<file path="src/rtl/mountaincar_pkg.sv">
`default_nettype none
// ----------------------------------------------------------------------------
// mountaincar_pkg: shared action codes, FSM states and start-position ROM.
// Rev 1.0
// ----------------------------------------------------------------------------
package mountaincar_pkg;

  localparam logic [1:0] ACT_LEFT  = 2'd0;
  localparam logic [1:0] ACT_NONE  = 2'd1;
  localparam logic [1:0] ACT_RIGHT = 2'd2;

  localparam logic [31:0] FP32_ZERO = 32'h0000_0000;

  typedef enum logic [2:0] {
    ST_INIT = 3'd0,
    ST_OBS  = 3'd1,
    ST_ACT  = 3'd2,
    ST_CORE = 3'd3,
    ST_ERR  = 3'd4
  } state_e;

  // Entry i = -0.6 + i*(0.2/15), fp32 round-to-nearest; listed from index 15 down to 0.
  localparam logic [15:0][31:0] START_ROM = {
    32'hBECCCCCD, 32'hBED3A06D, 32'hBEDA740E, 32'hBEE147AE,
    32'hBEE81B4F, 32'hBEEEEEEF, 32'hBEF5C28F, 32'hBEFC9630,
    32'hBF01B4E8, 32'hBF051EB8, 32'hBF088889, 32'hBF0BF259,
    32'hBF0F5C29, 32'hBF12C5F9, 32'hBF162FC9, 32'hBF19999A
  };

endpackage
`default_nettype wire

</file>
<file path="src/rtl/mc_start_lfsr.sv">
`default_nettype none
// ----------------------------------------------------------------------------
// mc_start_lfsr: free-running 16-bit Galois LFSR selecting a start position.
// Rev 1.0
// ----------------------------------------------------------------------------
module mc_start_lfsr
  import mountaincar_pkg::*;
(
  input  logic        i_clk,
  input  logic        i_rst_n,
  output logic [31:0] o_start_pos
);

  logic [15:0] lfsr_q;
  logic [15:0] lfsr_d;

  // Right-shifting Galois form of x^16 + x^14 + x^13 + x^11 + 1
  always_comb begin
    lfsr_d = {1'b0, lfsr_q[15:1]} ^ (lfsr_q[0] ? 16'hB400 : 16'h0000);
  end

  always_ff @(posedge i_clk or negedge i_rst_n) begin
    if (!i_rst_n) begin
      lfsr_q <= 16'hACE1;
    end else begin
      lfsr_q <= lfsr_d;
    end
  end

  assign o_start_pos = START_ROM[lfsr_q[3:0]];

endmodule
`default_nettype wire

</file>
<file path="src/rtl/mountaincar_episode_ctrl.sv">
`default_nettype none
// ----------------------------------------------------------------------------
// mountaincar_episode_ctrl: episode sequencer around the MountainCar core.
// Rev 1.0 -- random start positions selectable with MC_RANDOM_START_EN.
// ----------------------------------------------------------------------------
module mountaincar_episode_ctrl
  import mountaincar_pkg::*;
#(
  parameter int                POS_WL       = 32,
  parameter int                VEL_WL       = 32,
  parameter int                ACT_WL       = 2,
  parameter int                MAX_STEPS    = 200,
  parameter int                CORE_TIMEOUT = 1023,
  parameter logic [POS_WL-1:0] INIT_POS     = 32'hBF000000
) (
  input  logic              i_clk,
  input  logic              i_rst_n,
  output logic              o_obs_valid,
  input  logic              i_obs_ready,
  output logic [POS_WL-1:0] o_obs_pos,
  output logic [VEL_WL-1:0] o_obs_vel,
  output logic              o_obs_done,
  output logic              o_obs_trunc,
  input  logic              i_act_valid,
  output logic              o_act_ready,
  input  logic [ACT_WL-1:0] i_act,
  output logic              o_core_ena,
  output logic [POS_WL-1:0] o_core_pos,
  output logic [VEL_WL-1:0] o_core_vel,
  output logic [ACT_WL-1:0] o_core_act,
  input  logic [POS_WL-1:0] i_core_pos,
  input  logic [VEL_WL-1:0] i_core_vel,
  input  logic              i_core_done,
  input  logic              i_core_valid,
  output logic [7:0]        o_step_cnt,
  output logic [15:0]       o_ep_cnt,
  output logic              o_err
);

  localparam int TMO_W = $clog2(CORE_TIMEOUT + 1);

  logic [POS_WL-1:0] w_start_pos;

`ifdef MC_RANDOM_START_EN
  logic [31:0] w_rom_pos;

  mc_start_lfsr u_start_lfsr (
    .i_clk       (i_clk),
    .i_rst_n     (i_rst_n),
    .o_start_pos (w_rom_pos)
  );

  assign w_start_pos = POS_WL'(w_rom_pos);
`else
  assign w_start_pos = INIT_POS;
`endif

  state_e            state_q, state_d;
  logic [POS_WL-1:0] pos_q, pos_d;
  logic [VEL_WL-1:0] vel_q, vel_d;
  logic [ACT_WL-1:0] act_q, act_d;
  logic [7:0]        step_cnt_q, step_cnt_d;
  logic [15:0]       ep_cnt_q, ep_cnt_d;
  logic              done_q, done_d;
  logic              trunc_q, trunc_d;
  logic              err_q, err_d;
  logic [TMO_W-1:0]  tmo_q, tmo_d;
  logic [7:0]        w_step_inc;

  assign w_step_inc = step_cnt_q + 8'd1;

  always_comb begin
    state_d     = state_q;
    pos_d       = pos_q;
    vel_d       = vel_q;
    act_d       = act_q;
    step_cnt_d  = step_cnt_q;
    ep_cnt_d    = ep_cnt_q;
    done_d      = done_q;
    trunc_d     = trunc_q;
    err_d       = err_q;
    tmo_d       = tmo_q;
    o_obs_valid = 1'b0;
    o_act_ready = 1'b0;
    o_core_ena  = 1'b0;

    case (state_q)
      ST_INIT: begin
        pos_d      = w_start_pos;
        vel_d      = VEL_WL'(FP32_ZERO);
        step_cnt_d = 8'd0;
        done_d     = 1'b0;
        trunc_d    = 1'b0;
        state_d    = ST_OBS;
      end
      ST_OBS: begin
        o_obs_valid = 1'b1;
        if (i_obs_ready) begin
          if (done_q || trunc_q) begin
            ep_cnt_d = ep_cnt_q + 16'd1;
            state_d  = ST_INIT;
          end else begin
            state_d = ST_ACT;
          end
        end
      end
      ST_ACT: begin
        o_act_ready = 1'b1;
        if (i_act_valid) begin
          // The all-ones code is undefined and is treated as "no push"
          act_d   = (i_act == {ACT_WL{1'b1}}) ? ACT_WL'(ACT_NONE) : i_act;
          tmo_d   = '0;
          state_d = ST_CORE;
        end
      end
      ST_CORE: begin
        o_core_ena = 1'b1;
        if (i_core_valid) begin
          pos_d      = i_core_pos;
          vel_d      = i_core_vel;
          step_cnt_d = w_step_inc;
          done_d     = i_core_done;
          trunc_d    = (w_step_inc == 8'(MAX_STEPS)) && !i_core_done;
          state_d    = ST_OBS;
        end else if (tmo_q == TMO_W'(CORE_TIMEOUT - 1)) begin
          err_d   = 1'b1;
          state_d = ST_ERR;
        end else begin
          tmo_d = tmo_q + 1'b1;
        end
      end
      ST_ERR: begin
        state_d = ST_ERR;
      end
      default: begin
        state_d = ST_INIT;
      end
    endcase
  end

  always_ff @(posedge i_clk or negedge i_rst_n) begin
    if (!i_rst_n) begin
      state_q    <= ST_INIT;
      pos_q      <= '0;
      vel_q      <= '0;
      act_q      <= '0;
      step_cnt_q <= 8'd0;
      ep_cnt_q   <= 16'd0;
      done_q     <= 1'b0;
      trunc_q    <= 1'b0;
      err_q      <= 1'b0;
      tmo_q      <= '0;
    end else begin
      state_q    <= state_d;
      pos_q      <= pos_d;
      vel_q      <= vel_d;
      act_q      <= act_d;
      step_cnt_q <= step_cnt_d;
      ep_cnt_q   <= ep_cnt_d;
      done_q     <= done_d;
      trunc_q    <= trunc_d;
      err_q      <= err_d;
      tmo_q      <= tmo_d;
    end
  end

  assign o_obs_pos   = pos_q;
  assign o_obs_vel   = vel_q;
  assign o_obs_done  = done_q;
  assign o_obs_trunc = trunc_q;
  assign o_core_pos  = pos_q;
  assign o_core_vel  = vel_q;
  assign o_core_act  = act_q;
  assign o_step_cnt  = step_cnt_q;
  assign o_ep_cnt    = ep_cnt_q;
  assign o_err       = err_q;

endmodule
`default_nettype wire

</file>
<file path="config.mk">
export PLATFORM = sky130hd
export DESIGN_NAME = mountaincar_episode_ctrl
export DESIGN_NICKNAME = d
export VERILOG_FILES = /design/src/rtl/mountaincar_pkg.sv /design/src/rtl/mc_start_lfsr.sv /design/src/rtl/mountaincar_episode_ctrl.sv
export SDC_FILE = /design/constraint.sdc
export NUM_CORES = 1
export LEC_CHECK = 0
export CORE_MARGIN = 5
export CORE_UTILIZATION = 46
export DETAILED_ROUTE_END_ITERATION = 8
export PLACE_DENSITY = 0.88
export SYNTH_ARGS = -nofsm -noshare
export SYNTH_HDL_FRONTEND = slang
export SYNTH_HIERARCHICAL = 1
export SYNTH_SLANG_ARGS = --single-unit
</file>
<file path="constraint.sdc">
create_clock -name i_clk -period 2.8 [get_ports i_clk]
set_input_delay 0.84 -clock i_clk [delete_from_list [all_inputs] [get_ports i_clk]]
set_output_delay 0.84 -clock i_clk [all_outputs]
set_load 0.05 [all_outputs]
</file>
# ---- Word level (Yosys, flattened, before mapping)
# Index checks and enable logic that the tools add are counted.
dict set report classes {
  addsub 3
  n_eq_ne 13
  n_mux 24
  bitwise 1
  n_reduce_logical 12
}
# operator n
set op_table {}
lappend op_table {{$pmux W32 S2} 2}
lappend op_table {{$mux W32} 2}
lappend op_table {{$mux W10} 3}
lappend op_table {{$pmux W10 S2} 1}
lappend op_table {{$add A16 B1 Y16 const B} 1}
lappend op_table {{$pmux W8 S2} 1}
lappend op_table {{$pmux W3 S5} 1}
lappend op_table {{$mux W3} 4}
lappend op_table {{$add A10 B1 Y10 const B} 1}
lappend op_table {{$eq A10 B10 Y1 const B} 1}
lappend op_table {{$ne A2 B2 Y1 const B} 5}
lappend op_table {{$reduce_and A3 Y1} 3}
lappend op_table {{$add A8 B1 Y8 const B} 1}
lappend op_table {{$eq A8 B8 Y1 const B} 1}
lappend op_table {{$mux W8} 1}
lappend op_table {{$eq A3 B2 Y1 const B} 2}
lappend op_table {{$mux W1} 5}
lappend op_table {{$mux W2} 2}
lappend op_table {{$pmux W1 S2} 2}
lappend op_table {{$reduce_and A2 Y1} 2}
lappend op_table {{$reduce_and A4 Y1} 1}
lappend op_table {{$reduce_bool A2 Y1} 2}
lappend op_table {{$eq A3 B1 Y1 const B} 1}
lappend op_table {{$eq A3 B3 Y1 const B} 1}
lappend op_table {{7 further kinds} 7}
dict set report word_totals {
  register_bits 106
  elab_cells 63
}

# ---- Logic depth before layout (Yosys ltp)
# Gate-level depths: netlist of run 1.
dict set report depth {
  ltp_word 5
  mapped_depth 8
  mapped_depth_nobuf 6
}

# ---- Worst setup path after synthesis of run 1
# Ideal clock, no wire load.
dict set report synth_timing {
  path_kind {register to output}
  start {register state_q[2]}
  end {output port o_obs_valid}
  t_arrival_ns 1.421
  t_required_ns 1.960
  slack_ns 0.539
  stages_incl_launch_ff 3
  n_path_buf 0
  cell_sequence {dfrtp_1 and2b_2 nor2b_1}
}
dict set report synth_via {
  elab_chain_len 2
}
# element line_no
set synth_rtl {}
lappend synth_rtl {{from (decl)} mountaincar_episode_ctrl.sv:58} ;# state_e state_q, state_d;
lappend synth_rtl {{from (signal assigned)} mountaincar_episode_ctrl.sv:154} ;# state_q <= state_d;
lappend synth_rtl {{$eq A3 B1 Y1} mountaincar_episode_ctrl.sv:87} ;# case (state_q)
lappend synth_rtl {{$mux W1} mountaincar_episode_ctrl.sv:87}
lappend synth_rtl {{to (decl)} mountaincar_episode_ctrl.sv:18} ;# output logic o_obs_valid,
# Every way passes these cells.

# ---- Worst setup path after layout of run 1
dict set report layout_timing {
  start {register step_cnt_q[4], in the netlist o_step_cnt[4]}
  end {output port o_step_cnt[4]}
}
# element line_no
set layout_rtl {}
lappend layout_rtl {{from (decl)} mountaincar_episode_ctrl.sv:62} ;# logic [7:0] step_cnt_q, step_cnt_d;
lappend layout_rtl {{from (signal assigned)} mountaincar_episode_ctrl.sv:158} ;# step_cnt_q <= step_cnt_d;
lappend layout_rtl {{to (decl)} mountaincar_episode_ctrl.sv:35} ;# output logic [7:0] o_step_cnt,
# No word-level cell between the ends.

==> results of run 1 <==
worst min-delay path by stage:
stage,start,endpoint,slack [ns]
final,o_ep_cnt[15],o_ep_cnt[15],0.48
after global routing,o_ep_cnt[14],o_ep_cnt[14],0.51
after CTS,o_ep_cnt[15],o_ep_cnt[15],0.48
after detailed placement,o_core_act[0],o_core_act[0],0.47
after global placement,o_err,o_err,0.45
after floorplan,tmo_q[7],tmo_q[7],0.51
Yosys cell counts, drive strengths merged (2+ instances only):
| cell type | n |
|---|---|
| xnor2 | 3 |
| or4 | 5 |
| and4 | 3 |
| nand4 | 5 |
| buf | 84 |
| a21oi | 8 |
| o21ai | 78 |
| a32o | 2 |
| nand3 | 13 |
| xor2 | 13 |
| nor3 | 10 |
| and3 | 7 |
| nor4 | 5 |
| inv | 7 |
| o31ai | 6 |
| ha | 5 |
| nor4b | 2 |
| and2b | 2 |
| nor2 | 17 |
| dfrtp | 106 |
| nor2b | 6 |
| nand2 | 145 |
| o21bai | 2 |
| clkbuf | 8 |
| a21o | 2 |
| a211o | 3 |
sequential cells by signal (all words and copies together) (netlist names):
signal	count
o_core_pos	32
o_core_vel	32
o_obs_trunc	1
tmo_q	10
o_err	1
o_obs_done	1
o_step_cnt	8
state_q	3
o_core_act	2
o_ep_cnt	16
cell families after synthesis:
kind of cell / after synthesis / synth area share, %
xor+xnor: 16 / 2.67
flops: 106 / 50.6
fa+ha+maj: 5 / 1.19
buf+inv: 99 / 12.6
mux: 1 / 0.215
simple gates: 227 / 20.3
compound gates: 111 / 12.5
area by class of cell:
cell class / instances / area (sq um)
Fill cell: 887 / 3780
Sequential cell: 106 / 2650
Timing Repair Buffer: 239 / 2410
Multi-Input combinational cell: 360 / 1940
Clock buffer: 14 / 274
Tap cell: 143 / 179
Inverter: 7 / 26.3
Clock inverter: 2 / 10.0
stage by stage:
step | area (sq um) | cells | worst slack, ns | util (%) | hold slack, ns
floorplan | 5240 | 565 | 0.539 | - | 0.510
global placement | 7210 | 855 | 0.312 | 64.0 | 0.454
detailed placement | 7210 | 855 | 0.232 | 64.0 | 0.468
CTS | 7490 | 871 | 0.264 | 66.5 | 0.481
global route | 7490 | 871 | 0.221 | 66.5 | 0.506
finish | 7490 | 871 | 0.276 | 66.5 | 0.483
metal layers:
layer  up-vias  track usage (%)  share of wire [%]
li1       2143                -                  -
met1      2127             22.8                 38
met2       154             36.9                 53
met3        23             3.19                6.5
met4         0             6.80                2.2
met5         -                0                  0
==> summary.txt, run 1 <==
Status: complete, no violations
Slowest CP cell: clkdlybuf4s50_1
Register-to-register setup slack: 0.52 ns
Routed WL per cell: 16.1 microns
Post-CTS setup repair buffer count: 0
Hold WC Path Type: reg2reg
Vias: 4,447
Longest Clk Path Bufs: 2
All-layer global routing usage: 19.8%
CP Max Fanout: 8
Max-Cap Viols: 0
Crit-path cells: clkdlybuf4s50_1
Hold bufs inserted after CTS: 0
Sink Count: 106
Slew headroom: 50.4%
Starting Density: 46.5%
Final HPWL DP: 10,800 microns
CP bufs+invs: 1
EDFF count, synth: 0
Vias/cell: 5.11
Post-CTS sizing: 0
Core ar.: 0.0113 sq mm
GPL Wtd Cong: 0.865
Worst R2R End: tmo_q[0]
WS Path Type: reg2out
RSZ-0062 raised after global routing: false
Critical path origin: o_step_cnt[4]
Top cell type's share of synthesized area: 50.6%
Period utilisation layout: 90.1%
Worst path max stage delay: 0.89 ns
Die H: 117 microns
Finish-stage setup viols: 0
Cts bufs inserted: 9
Iteration-0 DRC Markers: 262
ANT nets after route: 0
Mapped Nets: 642
Avg Inst Size Synth: 9.28 sq um
CTS tree: done
Most frequent cells in the layout: clkdlybuf4s50_1, nand2_1, dfrtp_1, o21ai_0, o21ai_1
FF-to-FF Start: state_q[0]
Sequential share of the synthesized area: 50.6%
Global-route wire length before repair: 21,600 microns
Min-Delay Path Depth: 1
Worst-Margin Slew: 0.739 ns
Top_reg_cell synth: dfrtp_1
Rows: 39
FMAX: 0.396 GHz
Area grow syn2layout: 42.9%
Worst EP required: 1.96 ns
Worst skew pair latency: 0.33 ns
Die W: 117 microns
CP top delay family: buffers and inverters
DIE AREA: 0.0136 sq mm
I/O Buffers: 231
Hold Vio Cnt, Final: 0
Initial antenna violation count: 0
Synthesized flop and latch total: 106
Synth top area cells: dfrtp_1, nand2_1, buf_4
Area leader, netlist: dfrtp_1
Syn. warnings: 6
Critical path startpoint category: flop
CP Depth: 1
CTS H-tree lvls: 3
Layout cells sized above 1: 5.63%
Synthesized area: 0.00524 sq mm
Crit path DAT: 1.68 ns
Vias in the first global route: 4,365
Minimum clock period: 2.52 ns
Post-synth cell types: 54
Root Buffer: clkbuf_16
Cells on worst reg2reg path: 7
GR Overflow Total: 0
N_diodes: 0
CP endpoint kind: output pin
Io pins: 232
Largest net degree at the start of global routing: 68
Most common cell after layout, fill and taps aside: clkdlybuf4s50_1
DRC Markers: 0
Async SR Flop Fraction: 100%
Worst Skew: 0.00869 ns
Reg clk slew, reported paths: 0.07 ns
DR pass1 iterations: 4
Max-slew violation count: 0
Post-synthesis cell count: 565
Final WL: 14,000 microns
Worst Setup EP: o_step_cnt[4]
Setup total negative slack: 0 ns
Final nets: 800
Power of run 1 is left out: the tool's default activity adds up to more than one toggle a clock period on the data nets, which glitch-free logic cannot reach.
==> run 2: changes to the inputs <==
Settings changed: CORE_MARGIN 5 to default.
==> run 2 against run 1 <==
  * Sequential share of layout area unchanged
  * Final cell count down 0.34%
  * Wire length down 5.2%
  * Clock-buffer cell count down 3
  * Hold slack worse by 0.055 ns
  * Die area down 13%
  * Via count down 0.40%
  * Register-to-register slack better by 0.25 ns
  * Largest cell class unchanged
  * Critical endpoint unchanged
  * Global-route usage up 2.7 points
  * Setup slack about the same
==> summary.txt, run 2 (synthesis results as in run 1) <==
Status: complete, no violations
GR Overflow Total: 0
Sink Count: 106
CP Depth: 1
GPL Wtd Cong: 0.835
Cts bufs inserted: 9
Slew headroom: 47.2%
Slowest CP cell: clkdlybuf4s50_1
RSZ-0062 raised after global routing: false
Crit-path cells: clkdlybuf4s50_1
Worst R2R End: o_core_vel[24]
N_diodes: 0
Setup total negative slack: 0 ns
CP Max Fanout: 8
Reg clk slew, reported paths: 0.07 ns
Final HPWL DP: 9750 microns
Final worst slack: 0.277 ns
Period utilisation layout: 90.1%
DRC Markers: 0
Post-CTS sizing: 0
Die H: 109 microns
I/O Buffers: 231
Starting Density: 47.7%
Longest Clk Path Bufs: 2
Die W: 109 microns
Core ar.: 0.0110 sq mm
M1 WL: 5370 microns
FF-to-FF Start: state_q[0]
Io pins: 232
Most frequent cells in the layout: clkdlybuf4s50_1, nand2_1, dfrtp_1, o21ai_0, o21ai_1
Max-Cap Viols: 0
Critical path startpoint category: flop
Final hold slack: 0.428 ns
All-layer global routing usage: 22.5%
Vias: 4,429
Setup slack at placement: 0.215 ns
CTS tree: done
Post-CTS setup repair buffer count: 0
DR pass1 iterations: 5
Finish-stage setup viols: 0
Vias/cell: 5.10
Most common cell after layout, fill and taps aside: clkdlybuf4s50_1
Worst path max stage delay: 0.87 ns
Crit path DAT: 1.68 ns
Iteration-0 DRC Markers: 262
ANT nets after route: 0
DR WL met2: 7070 microns
Worst Skew: 0.00460 ns
Final nets: 800
DIE AREA: 0.0118 sq mm
CP top delay family: buffers and inverters
Largest net degree at the start of global routing: 70
WS Path Type: reg2out
CTS H-tree lvls: 3
Hold WC Path Type: in2async
WL met3: 625 microns
Register-to-register setup slack: 0.77 ns
Root Buffer: clkbuf_16
CP bufs+invs: 1
Fill count: 847
Hold Vio Cnt, Final: 0
Routed WL per cell: 15.3 microns
Vias in the first global route: 4,218
Cells on worst reg2reg path: 6
Worst-Margin Slew: 0.787 ns
Minimum clock period: 2.52 ns
FMAX: 0.396 GHz
Rows: 38
Final WL: 13,300 microns
Worst Setup EP: o_step_cnt[4]
Critical path origin: o_step_cnt[4]
Layout cells sized above 1: 5.63%
Area grow syn2layout: 42.9%
Hold bufs inserted after CTS: 0
CP endpoint kind: output pin
Worst EP required: 1.96 ns
Global-route wire length before repair: 20,800 microns
Worst skew pair latency: 0.33 ns
Max-slew violation count: 0
Final core occ: 68.2%
Uppermost layer routed: met4
Initial antenna violation count: 0
[run 2: routing by layer]
layer / vias up / GRT usage [%]
li1: 2151 / -
met1: 2111 / 26.7
met2: 148 / 40.9
met3: 19 / 3.59
met4: 0 / 7.82
met5: - / 0
[run 2: cell type report]
class | instances | area (sq um) | share of cell area (%)
repair buffers | 239 | 2410 | 32.2
flip-flops and latches | 106 | 2650 | 35.4
clock inverters | 5 | 55.1 | 0.735
well taps | 140 | 175 | 2.34
multi-input cells | 360 | 1940 | 25.9
inverters | 7 | 26.3 | 0.351
clock buffers | 11 | 233 | 3.11
[run 2: worst min-delay path by stage]
stage	startpoint	end	slack [ns]	cells past startpoint
after detailed placement	o_core_act[0]	o_core_act[0]	0.48	2
after CTS	i_rst_n	o_core_vel[4]	0.43	1
after global routing	i_rst_n	o_core_vel[4]	0.44	1
final	i_rst_n	o_core_vel[4]	0.43	1
after floorplan	tmo_q[7]	tmo_q[7]	0.51	1
after global placement	o_err	o_err	0.45	1
[run 2: stage by stage]
step | area, sq um | cells
after floorplan | 5240 | 565
after global placement | 7210 | 852
final | 7490 | 868
after detailed placement | 7210 | 852
after global routing | 7490 | 868
after CTS | 7490 | 868
Power of run 2 is left out for the same reason.
